**src/rtl/cmos_dvp_pkg.sv**
```systemverilog
// Shared types and defaults for the DVP camera-port transmitter.
// Holds the state encoding, blanking defaults and blank-timer sizing.
package cmos_dvp_pkg;

  typedef enum logic [2:0] {
    ST_IDLE,
    ST_VSYNC,
    ST_VBP,
    ST_LINE,
    ST_HBLANK,
    ST_VFP
  } state_t;

  localparam int unsigned DEF_VSYNC_CYCLES  = 16;
  localparam int unsigned DEF_VBP_CYCLES    = 32;
  localparam int unsigned DEF_HBLANK_CYCLES = 64;
  localparam int unsigned DEF_VFP_CYCLES    = 32;

  // Wide enough to hold the largest blanking interval, with one spare bit.
  function automatic int unsigned blank_timer_width(input int unsigned a, input int unsigned b,
                                                    input int unsigned c, input int unsigned d);
    int unsigned m;
    m = a;
    if (b > m) m = b;
    if (c > m) m = c;
    if (d > m) m = d;
    return $clog2(m) + 1;
  endfunction

endpackage

```
**src/rtl/cmos_dvp_timer.sv**
```systemverilog
// Loadable down-counter shared by the VSYNC, VBP, HBLANK and VFP intervals.
// Load with (length-1); done is high on the last clock of the interval.
module cmos_dvp_timer #(
  parameter int unsigned WIDTH = 8
) (
  input  logic             clk,
  input  logic             rst_n,
  input  logic             load,
  input  logic [WIDTH-1:0] value,
  output logic             done
);

  logic [WIDTH-1:0] count;

  // NOTE: sequential state is updated with non-blocking assignments so every
  // flop samples pre-edge values regardless of process evaluation order.
  always_ff @(posedge clk or negedge rst_n) begin
    if (!rst_n) begin
      count <= '0;
    end else if (load) begin
      count <= value;
    end else if (count != '0) begin
      count <= count - WIDTH'(1);
    end
  end

  assign done = (count == '0);

endmodule

```
**src/rtl/cmos_dvp_tx.sv**
```systemverilog
// DVP camera-port transmitter: replays an AXI4-Stream frame as registered
// cmos_vsync / cmos_href / cmos_data with programmable blanking.
module cmos_dvp_tx
  import cmos_dvp_pkg::*;
#(
  parameter int unsigned C_DATA_WIDTH    = 8,
  parameter int unsigned C_IMG_WBITS     = 12,
  parameter int unsigned C_IMG_HBITS     = 12,
  parameter int unsigned C_VSYNC_CYCLES  = DEF_VSYNC_CYCLES,
  parameter int unsigned C_VBP_CYCLES    = DEF_VBP_CYCLES,
  parameter int unsigned C_HBLANK_CYCLES = DEF_HBLANK_CYCLES,
  parameter int unsigned C_VFP_CYCLES    = DEF_VFP_CYCLES
) (
  input  logic                    cmos_pclk,
  input  logic                    resetn,
  input  logic [C_IMG_WBITS-1:0]  img_width,
  input  logic [C_IMG_HBITS-1:0]  img_height,
  input  logic                    s_axis_tvalid,
  input  logic [C_DATA_WIDTH-1:0] s_axis_tdata,
  input  logic                    s_axis_tuser,
  input  logic                    s_axis_tlast,
  output logic                    s_axis_tready,
  output logic                    cmos_vsync,
  output logic                    cmos_href,
  output logic [C_DATA_WIDTH-1:0] cmos_data,
  output logic                    busy,
  output logic                    frame_done,
  output logic                    err_underflow,
  output logic                    err_framing
);

  localparam int unsigned TW = blank_timer_width(C_VSYNC_CYCLES, C_VBP_CYCLES,
                                                 C_HBLANK_CYCLES, C_VFP_CYCLES);
  localparam logic [TW-1:0] VSYNC_LOAD  = TW'(C_VSYNC_CYCLES - 1);
  localparam logic [TW-1:0] VBP_LOAD    = TW'(C_VBP_CYCLES - 1);
  localparam logic [TW-1:0] HBLANK_LOAD = TW'(C_HBLANK_CYCLES - 1);
  localparam logic [TW-1:0] VFP_LOAD    = TW'(C_VFP_CYCLES - 1);

  state_t                  state, state_next;
  logic                    active;
  logic [C_IMG_WBITS-1:0]  w_last, pix;
  logic [C_IMG_HBITS-1:0]  h_last, line;
  logic                    timer_load, timer_done;
  logic [TW-1:0]           timer_value;
  logic                    last_pix, last_line, sof_ok, beat_bad;

  assign last_pix  = (pix == w_last);
  assign last_line = (line == h_last);
  assign sof_ok    = active && s_axis_tvalid && s_axis_tuser &&
                     (img_width != '0) && (img_height != '0);
  assign busy      = (state != ST_IDLE);
  // Only line 0 pixel 0 may carry tuser; tlast must mark exactly the last pixel.
  assign beat_bad  = (s_axis_tlast != last_pix) ||
                     (s_axis_tuser && !((line == '0) && (pix == '0)));

  cmos_dvp_timer #(.WIDTH(TW)) u_timer (
    .clk   (cmos_pclk),
    .rst_n (resetn),
    .load  (timer_load),
    .value (timer_value),
    .done  (timer_done)
  );

  always_ff @(posedge cmos_pclk or negedge resetn) begin
    if (!resetn) state <= ST_IDLE;
    else         state <= state_next;
  end

  // NOTE: every signal driven here gets a default first, so no path through
  // the case statement can leave one unassigned and infer a latch.
  always_comb begin
    state_next    = state;
    timer_load    = 1'b0;
    timer_value   = '0;
    s_axis_tready = 1'b0;
    unique case (state)
      ST_IDLE: begin
        s_axis_tready = active && !s_axis_tuser;
        if (sof_ok) begin
          state_next  = ST_VSYNC;
          timer_load  = 1'b1;
          timer_value = VSYNC_LOAD;
        end
      end
      ST_VSYNC: if (timer_done) begin
        state_next  = ST_VBP;
        timer_load  = 1'b1;
        timer_value = VBP_LOAD;
      end
      ST_VBP: if (timer_done) state_next = ST_LINE;
      ST_LINE: begin
        s_axis_tready = 1'b1;
        if (last_pix) begin
          state_next  = ST_HBLANK;
          timer_load  = 1'b1;
          timer_value = HBLANK_LOAD;
        end
      end
      ST_HBLANK: if (timer_done) begin
        if (last_line) begin
          state_next  = ST_VFP;
          timer_load  = 1'b1;
          timer_value = VFP_LOAD;
        end else begin
          state_next = ST_LINE;
        end
      end
      ST_VFP: if (timer_done) state_next = ST_IDLE;
      default: state_next = ST_IDLE;
    endcase
  end

  // Geometry is latched as terminal counts so mid-frame input changes are ignored.
  always_ff @(posedge cmos_pclk or negedge resetn) begin
    if (!resetn) begin
      w_last <= '0;
      h_last <= '0;
      pix    <= '0;
      line   <= '0;
    end else begin
      if (state == ST_IDLE && sof_ok) begin
        w_last <= img_width - C_IMG_WBITS'(1);
        h_last <= img_height - C_IMG_HBITS'(1);
        pix    <= '0;
        line   <= '0;
      end
      if (state == ST_LINE) pix <= last_pix ? '0 : pix + C_IMG_WBITS'(1);
      if (state == ST_HBLANK && timer_done && !last_line) line <= line + C_IMG_HBITS'(1);
    end
  end

  always_ff @(posedge cmos_pclk or negedge resetn) begin
    if (!resetn) begin
      active        <= 1'b0;
      cmos_vsync    <= 1'b0;
      cmos_href     <= 1'b0;
      cmos_data     <= '0;
      frame_done    <= 1'b0;
      err_underflow <= 1'b0;
      err_framing   <= 1'b0;
    end else begin
      active     <= 1'b1;
      cmos_vsync <= (state == ST_VSYNC);
      cmos_href  <= (state == ST_LINE);
      cmos_data  <= (state == ST_LINE && s_axis_tvalid) ? s_axis_tdata : '0;
      frame_done <= (state == ST_VFP) && timer_done;
      // DVP cannot stall: a missing beat still consumes its pixel slot.
      if (state == ST_LINE && !s_axis_tvalid) err_underflow <= 1'b1;
      if (state == ST_LINE && s_axis_tvalid && beat_bad) err_framing <= 1'b1;
    end
  end

endmodule

```
**config.mk**
```make
export PLATFORM = sky130hd
export DESIGN_NAME = cmos_dvp_tx
export DESIGN_NICKNAME = d
export VERILOG_FILES = /design/src/rtl/cmos_dvp_pkg.sv /design/src/rtl/cmos_dvp_timer.sv /design/src/rtl/cmos_dvp_tx.sv
export SDC_FILE = /design/constraint.sdc
export NUM_CORES = 1
export LEC_CHECK = 0
export BUFFER_PORTS_ARGS = -buffer_cell sky130_fd_sc_hd__buf_2
export CORE_ASPECT_RATIO = 0.7
export CORE_UTILIZATION = 52
export CTS_BUF_LIST = sky130_fd_sc_hd__clkbuf_16
export CTS_CLUSTER_DIAMETER = 50
export CTS_CLUSTER_SIZE = 20
export DETAILED_ROUTE_END_ITERATION = 16
export PLACE_DENSITY = 0.76
export SKIP_CTS_REPAIR_TIMING = 1
export SYNTH_ARGS = -nofsm -noshare
export SYNTH_HDL_FRONTEND = slang
export SYNTH_SLANG_ARGS = --single-unit
```
**constraint.sdc**
```tcl
create_clock -name cmos_pclk -period 2.3 [get_ports cmos_pclk]
set_input_delay 0.345 -clock cmos_pclk [delete_from_list [all_inputs] [get_ports cmos_pclk]]
set_output_delay 0.345 -clock cmos_pclk [all_outputs]
set_load 0.02 [all_outputs]
```
Word-level counts from Yosys, hierarchy flattened
Index checks and enable logic that the tools add are counted.
{ "classes": {"add_sub_neg": 5, "n_eq_ne": 14, "muxes": 28, "n_reduce_logical": 31} }
{ "ops": {"columns": ["operator", "n"], "rows": [
  ["2-to-1 mux 12 bit", 4],
  ["adder 12 x 1 -> 12 bit (second input constant)", 2],
  ["== test 12 bit", 2],
  ["zero test 12 bit", 2],
  ["one-hot mux 6 bit (4 select lines)", 1],
  ["nonzero test 12 bit", 2],
  ["subtractor 12 x 1 -> 12 bit (second input constant)", 2],
  ["2-to-1 mux 3 bit", 7],
  ["one-hot mux 3 bit (6 select lines)", 1],
  ["2-to-1 mux 5 bit", 3],
  ["logical AND 1 bit", 14],
  ["2-to-1 mux 7 bit", 2],
  ["!= test 2 bit (second input constant)", 6],
  ["2-to-1 mux 8 bit", 1],
  ["zero test 7 bit", 1],
  ["nonzero test 7 bit", 1],
  ["subtractor 7 x 1 -> 7 bit (second input constant)", 1],
  ["== test 3 x 2 -> 1 bit (second input constant)", 2],
  ["== test 3 bit (second input constant)", 2],
  ["2-to-1 mux 6 bit", 1],
  ["AND reduction 6 bit", 1],
  ["nonzero test 2 bit", 3],
  ["2-to-1 mux 1 bit", 5],
  ["zero test 1 bit", 4],
  ["8 further kinds", 8]
]} }
{ "totals": {"ff_bits": 72, "input_bits": 37, "output_inout_bits": 15, "elab_cells": 91} }

Logic depth before layout (Yosys ltp)
Gate-level depths: netlist of run 1.
{ "logic_depth": {"ltp_word": 7, "mapped_depth": 10, "ltp_nobuf": 7} }

Modules after synthesis
A second synthesis of run 1 with hierarchy kept.
{ "unflattened": {"hier_cells": 434, "hier_area_um2": 4070.2} }
{ "modules_own_cells": {"columns": ["mod", "instances", "cells_per_inst", "area_each_um2", "seq_area_each_um2"], "rows": [
  ["cmos_dvp_tx", 1, 391, 3636.0, 1626.6],
  ["cmos_dvp_timer", 1, 43, 434.2, 175.2]
]} }

Least setup slack after synthesis of run 1
Ideal clock, no wire load.
{ "synth_timing": {"kind": "register to register", "startpoint": "register state[2]", "endpoint": "register line[5]", "setup_time_ps": 126, "t_arrival_ps": 2126, "required_time_ps": 2174, "path_slack_ps": 48, "path_stages_with_launch": 8, "path_buffers": 3, "period_less_slack_ps": 2252, "cell_sequence": "dfrtp_1 buf_6 or3_4 or4_4 buf_6 o21a_1 buf_6 a221o_1"} }
{ "synth_between": {"elab_chain_len": 4, "elab_cells_between_ends": 7, "cone_classes": "eq/ne: 1; mux: 1; reduce/logical: 5"} }
{ "synth_rtl": {"columns": ["item", "line_no", "rtl"], "rows": [
  ["start, declared", "cmos_dvp_tx.sv:39", "state_t state, state_next;"],
  ["start signal, assigned", "cmos_dvp_tx.sv:66", "else state <= state_next;"],
  ["== test 3 bit", "cmos_dvp_tx.sv:128", "if (state == ST_HBLANK && timer_done && !last_line) line <= line + C_IMG_HBITS'(1);"],
  ["logical AND 1 bit (2 in series)", "cmos_dvp_tx.sv:128", null],
  ["2-to-1 mux 12 bit / nonzero test 2 bit (equally long branches)", null, null],
  ["end signal, assigned", "cmos_dvp_tx.sv:128", null],
  ["end, declared", "cmos_dvp_tx.sv:42", "logic [C_IMG_HBITS-1:0] h_last, line;"]
]} }
Parallel ways exist; a longest one is shown, timed or not.
A chain may end at the register's enable or synchronous reset.

Worst setup path in the final report of run 1
{ "layout_timing": {"startpoint": "register state[2]", "endpoint": "register line[2]"} }
Same word-level chain as after synthesis.

==> run summary, run 1 <==
Run status = complete, no violations
Die W = 107 um
Synthesized cell area = 4040 um2
Area Overhead vs Synth = 17.5%
Leak = 2.22 nW
Clk Tree Root Cell = clkbuf_16
Period utilisation layout = 0.928
H-Tree Depth = 3
Crit path launch = state[2]
Core Area = 7420 um2
Avg WL per Cell = 15.7 um
Vias per cell = 5.77
Slew headroom = 0.654
Mean Syn Cell Area = 9.36 um2
Antenna diodes = 0
Final WL = 9350 um
DR vias = 3,428
Critical Path End Type = flop
Largest cells by area after synthesis = dfrtp_1 45%, xnor2_1 6.3%, nand2_1 5.2%
P per Cell Area = 991 nW/um2
IO buf count = 51
R2R Path End = line[2]
Ys Warns = 0
Max clock buf depth = 2
Util after Layout = 0.641
Number of flops mapped to enable cells by yosys = 0
CP endpoint = line[2]
CP Max Fanout = 9
CP arrival = 2.34 ns
Clock transition at path regs = 0.05 ns
Ports = 52
Cell count after synthesis = 432
Layout cell share with drive strength beyond 1 = 0.192
Reg2Reg Depth = 4
Number of global-route vias before repair = 3,083
Routability Congestion = 0.861
Hold Crit Class = in2async
Adder-cell area share of the yosys netlist = 0.0309
Simple-Gate Fraction of Synth Area = 0.248
Yosys cell types = 52
Complex-gate fraction of the synthesized area = 0.107
Die area = 8140 um2
R2R setup slack = 0.17 ns
Syn nets = 479
Starting Density = 0.545
HPWL after DPL = 6770 um
Main synth FF type = dfrtp_1
Final-report max-slew violation count = 0
DRC errors left = 0
Area share of the largest cell type after synthesis = 0.446
#FFs+latches synth = 72
Max-Cap Viols = 0
R2R Path Start = state[2]
Drt initial violations = 230
Final #Nets = 538
FMAX = 468 MHz
Least-Margin Pin Slew = 0.515 ns
Skew final = 0.00591 ns
Largest family of logic cells by synthesized area = simple AND/OR/NAND/NOR gates
Xor/xnor cell area share of the yosys netlist = 0.113
Overflow after GRT = 0
Largest net degree at the start of global routing = 73
CTS tree = done
Die H = 75.8 um
# rows = 26
FFs w/ async S/R, synth = 1.00
Clk sink count = 72
IR drop worst, VDD = 0.527 mV
Register area share after synthesis = 0.446
Initial antenna violation count = 0
Synth area leader = dfrtp_1
Setup violators final = 0
DRT Pass-1 Iters = 7
Antenna Nets Post-Route = 0
Final Hold Vio Count = 0
Global Route Usage Sum = 0.249
Final Critical Period = 2.13 ns
First-pass GRT wire length = 15,200 um
Crit path launch type = flop
Mux cell area share after synthesis = 0.0130
RSZ-0062 raised after global routing = no
Worst-Skew Late Latency = 0.33 ns
Crit path required time = 2.51 ns
WHS = 0.0281 ns
CTS buffer count = 9
Setup Crit Path Kind = reg2reg
[cell families (layout without fill, tap and decap cells)]
logic type      count (synthesis)  after routing
xor+xnor                       52             52
simple gates                  190            190
buf+inv                        38            102
compound gates                 64             64
flops                          72             72
fa+ha+maj                      10             10
other cells                     1              1
mux                             5              5
[registers in the layout (all words and copies together), names as in the netlist]
name / cells
active: 1
line: 12
state: 3
err_framing: 1
cmos_vsync: 1
h_last: 12
err_underflow: 1
cmos_data: 8
cmos_href: 1
pix: 12
w_last: 12
frame_done: 1
u_timer.count: 7
[final cells by class]
class / count / area (um2)
clock buffers: 9 / 225
clock inverters: 7 / 40.0
well taps: 98 / 123
multi-input cells: 322 / 2080
fillers: 634 / 2670
repair buffers: 73 / 433
inverters: 13 / 48.8
flip-flops and latches: 72 / 1800
[power breakdown]
| group | total, mW | internal (mW) | switching (mW) |
|---|---|---|---|
| sequential | 2.01 | 1.65 | 0.365 |
| clock | 1.24 | 0.717 | 0.519 |
| combinational | 1.46 | 0.667 | 0.790 |
| total | 4.71 | 3.03 | 1.67 |
[layer usage]
layer	GRT usage	vias to the layer above	wire, um
met2	0.351	149	3910
met4	0.104	0	153
met5	0	-	0
met3	0.0513	17	690
li1	-	1657	-
met1	0.373	1605	4600
[worst max-delay path, stage by stage (launching register included)]
cell	delay (ns)
dfrtp_1	0.38
or3_4	0.44
or4_4	0.57
o21a_1	0.24
a221o_1	0.39
[stage by stage]
step	instance area (um2)	total power, mW	setup TNS, ns	worst slack, ns	std cells
2_1_floorplan	4040	2.97	0	0.0482	432
3_3_place_gp	4480	3.38	0	0.0341	578
3_5_place_dp	4480	3.47	-0.0826	-0.0241	578
4_1_cts	4740	4.71	0	0.122	594
5_1_grt	4750	5.01	0	0.0195	594
6_report	4750	4.71	0	0.165	594
[cell usage after synthesis (9+ instances only)]
cell type   n
dfrtp_1    72
nand2_1    56
nand3_1    29
xnor2_1    29
o21ai_0    27
xor2_1     23
nor2_1     21
clkbuf_1   18
nor4_1     17
inv_1      13
and3_1     12
nand4_1    11
ha_1       10
nor3_1      9
[how the worst min path moves through the flow]
stage / from / to / slack (ns) / cells after the start
floorplan: resetn / active / 0.05 / 0
global placement: resetn / u_timer.count[0] / 0.40 / 2
detailed placement: resetn / cmos_data[4] / 0.40 / 2
CTS: resetn / pix[5] / 0.05 / 2
global route: resetn / u_timer.count[2] / 0.07 / 2
finish: resetn / u_timer.count[0] / 0.03 / 2
[cell usage in the layout, fill, tap and decap left out, types with 3 or more instances in the layout]
cell / Yosys / layout
buf_4: 0 / 21
nor3b_1: 3 / 3
inv_1: 13 / 14
a21oi_1: 5 / 5
and3_1: 12 / 12
nor2_1: 21 / 21
and2_1: 5 / 5
nor4b_1: 5 / 5
dfrtp_1: 72 / 72
nor2b_1: 4 / 4
xor2_1: 23 / 23
nor3_1: 9 / 9
or3_1: 3 / 3
xnor2_1: 29 / 29
nand3_1: 29 / 29
nand2_1: 56 / 56
o21ai_0: 27 / 27
mux2i_1: 3 / 3
a22o_1: 5 / 5
nand4_1: 11 / 11
ha_1: 10 / 10
nor4_1: 17 / 16
clkbuf_16: 0 / 9
o211ai_1: 5 / 5
buf_2: 3 / 51
a221o_1: 5 / 5
o2111ai_1: 3 / 3
(Power assumes the default switching activity.)
==> inputs of run 2 (changes only) <==
--- a/config.mk
+++ b/config.mk
@@ -12,7 +12,7 @@
 export CTS_CLUSTER_DIAMETER = 50
 export CTS_CLUSTER_SIZE = 20
 export DETAILED_ROUTE_END_ITERATION = 16
-export PLACE_DENSITY = 0.76
+export PLACE_DENSITY = 0.87
 export SKIP_CTS_REPAIR_TIMING = 1
 export SYNTH_ARGS = -nofsm -noshare
 export SYNTH_HDL_FRONTEND = slang
==> run summary, run 2 (same netlist as run 1, synthesis figures left out) <==
Run status = complete, no violations
Commonest non-fill, non-tap cell in the layout = dfrtp_1
CTS tree = done
Core Area = 7420 um2
CP Max Fanout = 9
Final #Nets = 538
IR drop worst, VDD = 0.559 mV
DRC errors left = 0
Hold Crit Class = in2async
Starting Density = 0.545
Util after Layout = 0.649
Overflow after GRT = 0
Initial antenna violation count = 0
Die W = 107 um
Die H = 75.8 um
Setup Crit Path Kind = reg2reg
FMAX = 458 MHz
RSZ-0062 raised after global routing = no
Largest net degree at the start of global routing = 52
Max-Cap Viols = 0
Number of global-route vias before repair = 3,325
Pwr Total = 5.07 mW
Final Cell Area = 4810 um2
Die area = 8140 um2
Vias per cell = 5.83
Placed inst area = 4480 um2
Final setup margin = 0.118 ns
Clock transition at path regs = 0.06 ns
Ports = 52
Avg WL per Cell = 16.1 um
Period utilisation layout = 0.949
Final Hold Vio Count = 0
Leak = 2.26 nW
R2R Path End = line[11]
Reg2Reg Depth = 7
CP arrival = 2.44 ns
CTS buffer count = 9
Final WL = 9530 um
DR vias = 3,457
Global Route Usage Sum = 0.264
Routability Congestion = 0.909
Most used cells in the layout excluding fill and tap cells = 72 x dfrtp_1, 56 x nand2_1, 51 x buf_2
Slew headroom = 0.570
First-pass GRT wire length = 16,200 um
DRT Pass-1 Iters = 4
R2R setup slack = 0.12 ns
Layout cell share with drive strength beyond 1 = 0.192
Setup_tns = 0 ns
Clk sink count = 72
Critical Path End Type = flop
Crit path required time = 2.55 ns
P per Cell Area = 1050 nW/um2
Clk Tree Root Cell = clkbuf_16
Final-report max-slew violation count = 0
Antenna Nets Post-Route = 0
Worst-Skew Late Latency = 0.34 ns
Crit path launch = u_timer.count[3]
R2R Path Start = u_timer.count[3]
Area Overhead vs Synth = 19.1%
# rows = 26
Drt initial violations = 289
IO buf count = 51
DP Worst Slack = -0.0391 ns
Final Critical Period = 2.18 ns
Crit path launch type = flop
Max clock buf depth = 2
Antenna diodes = 0
Skew final = 0.00616 ns
Least-Margin Pin Slew = 0.640 ns
H-Tree Depth = 3
HPWL after DPL = 6990 um
Setup violators final = 0
[run 2: area by class of cell]
cell class                 count  area (um2)
inverter                      13        48.8
tap                           98         123
multi-input combinational    322        2070
clock inverter                 6         110
sequential                    72        1800
fill                         604        2600
clock buffer                   9         225
timing repair buffer          73         433
[run 2: worst max-delay path by stage]
stage                to  slack (ns)
6_report       line[11]        0.12
5_1_grt         line[8]        0.02
4_1_cts        line[11]        0.15
3_5_place_dp    line[4]       -0.04
3_3_place_gp    line[2]        0.02
2_1_floorplan   line[5]        0.05
[run 2: layer usage]
metal / wire [um] / up-vias / share of wire / global-route usage
li1: - / 1649 / - / -
met1: 4420 / 1661 / 0.46 / 0.359
met2: 4220 / 133 / 0.44 / 0.421
met3: 746 / 14 / 0.078 / 0.0642
met4: 146 / 0 / 0.015 / 0.0913
met5: 0 / - / 0 / 0
[run 2: per-stage QoR]
step / instances / hold WS [ns]
finish: 593 / 0.00819
floorplan: 432 / 0.0494
detailed placement: 578 / 0.376
global placement: 578 / 0.374
CTS: 593 / 0.0170
global route: 593 / 0.0456
[run 2: critical path, stage by stage (launching register included)]
cell,delay [ns]
dfrtp_1,0.41
nor4_1,0.28
buf_4,0.17
and4bb_2,0.24
nand3b_1,0.20
buf_4,0.24
nor4_1,0.34
mux2i_1,0.22
[run 2: power breakdown]
part	total (mW)	internal (mW)	switching (mW)	leakage, nW
Sequential	2.02	1.65	0.368	0.931
Clock	1.57	1.05	0.518	0.163
Combinational	1.48	0.680	0.805	1.16
Total	5.07	3.38	1.69	2.26
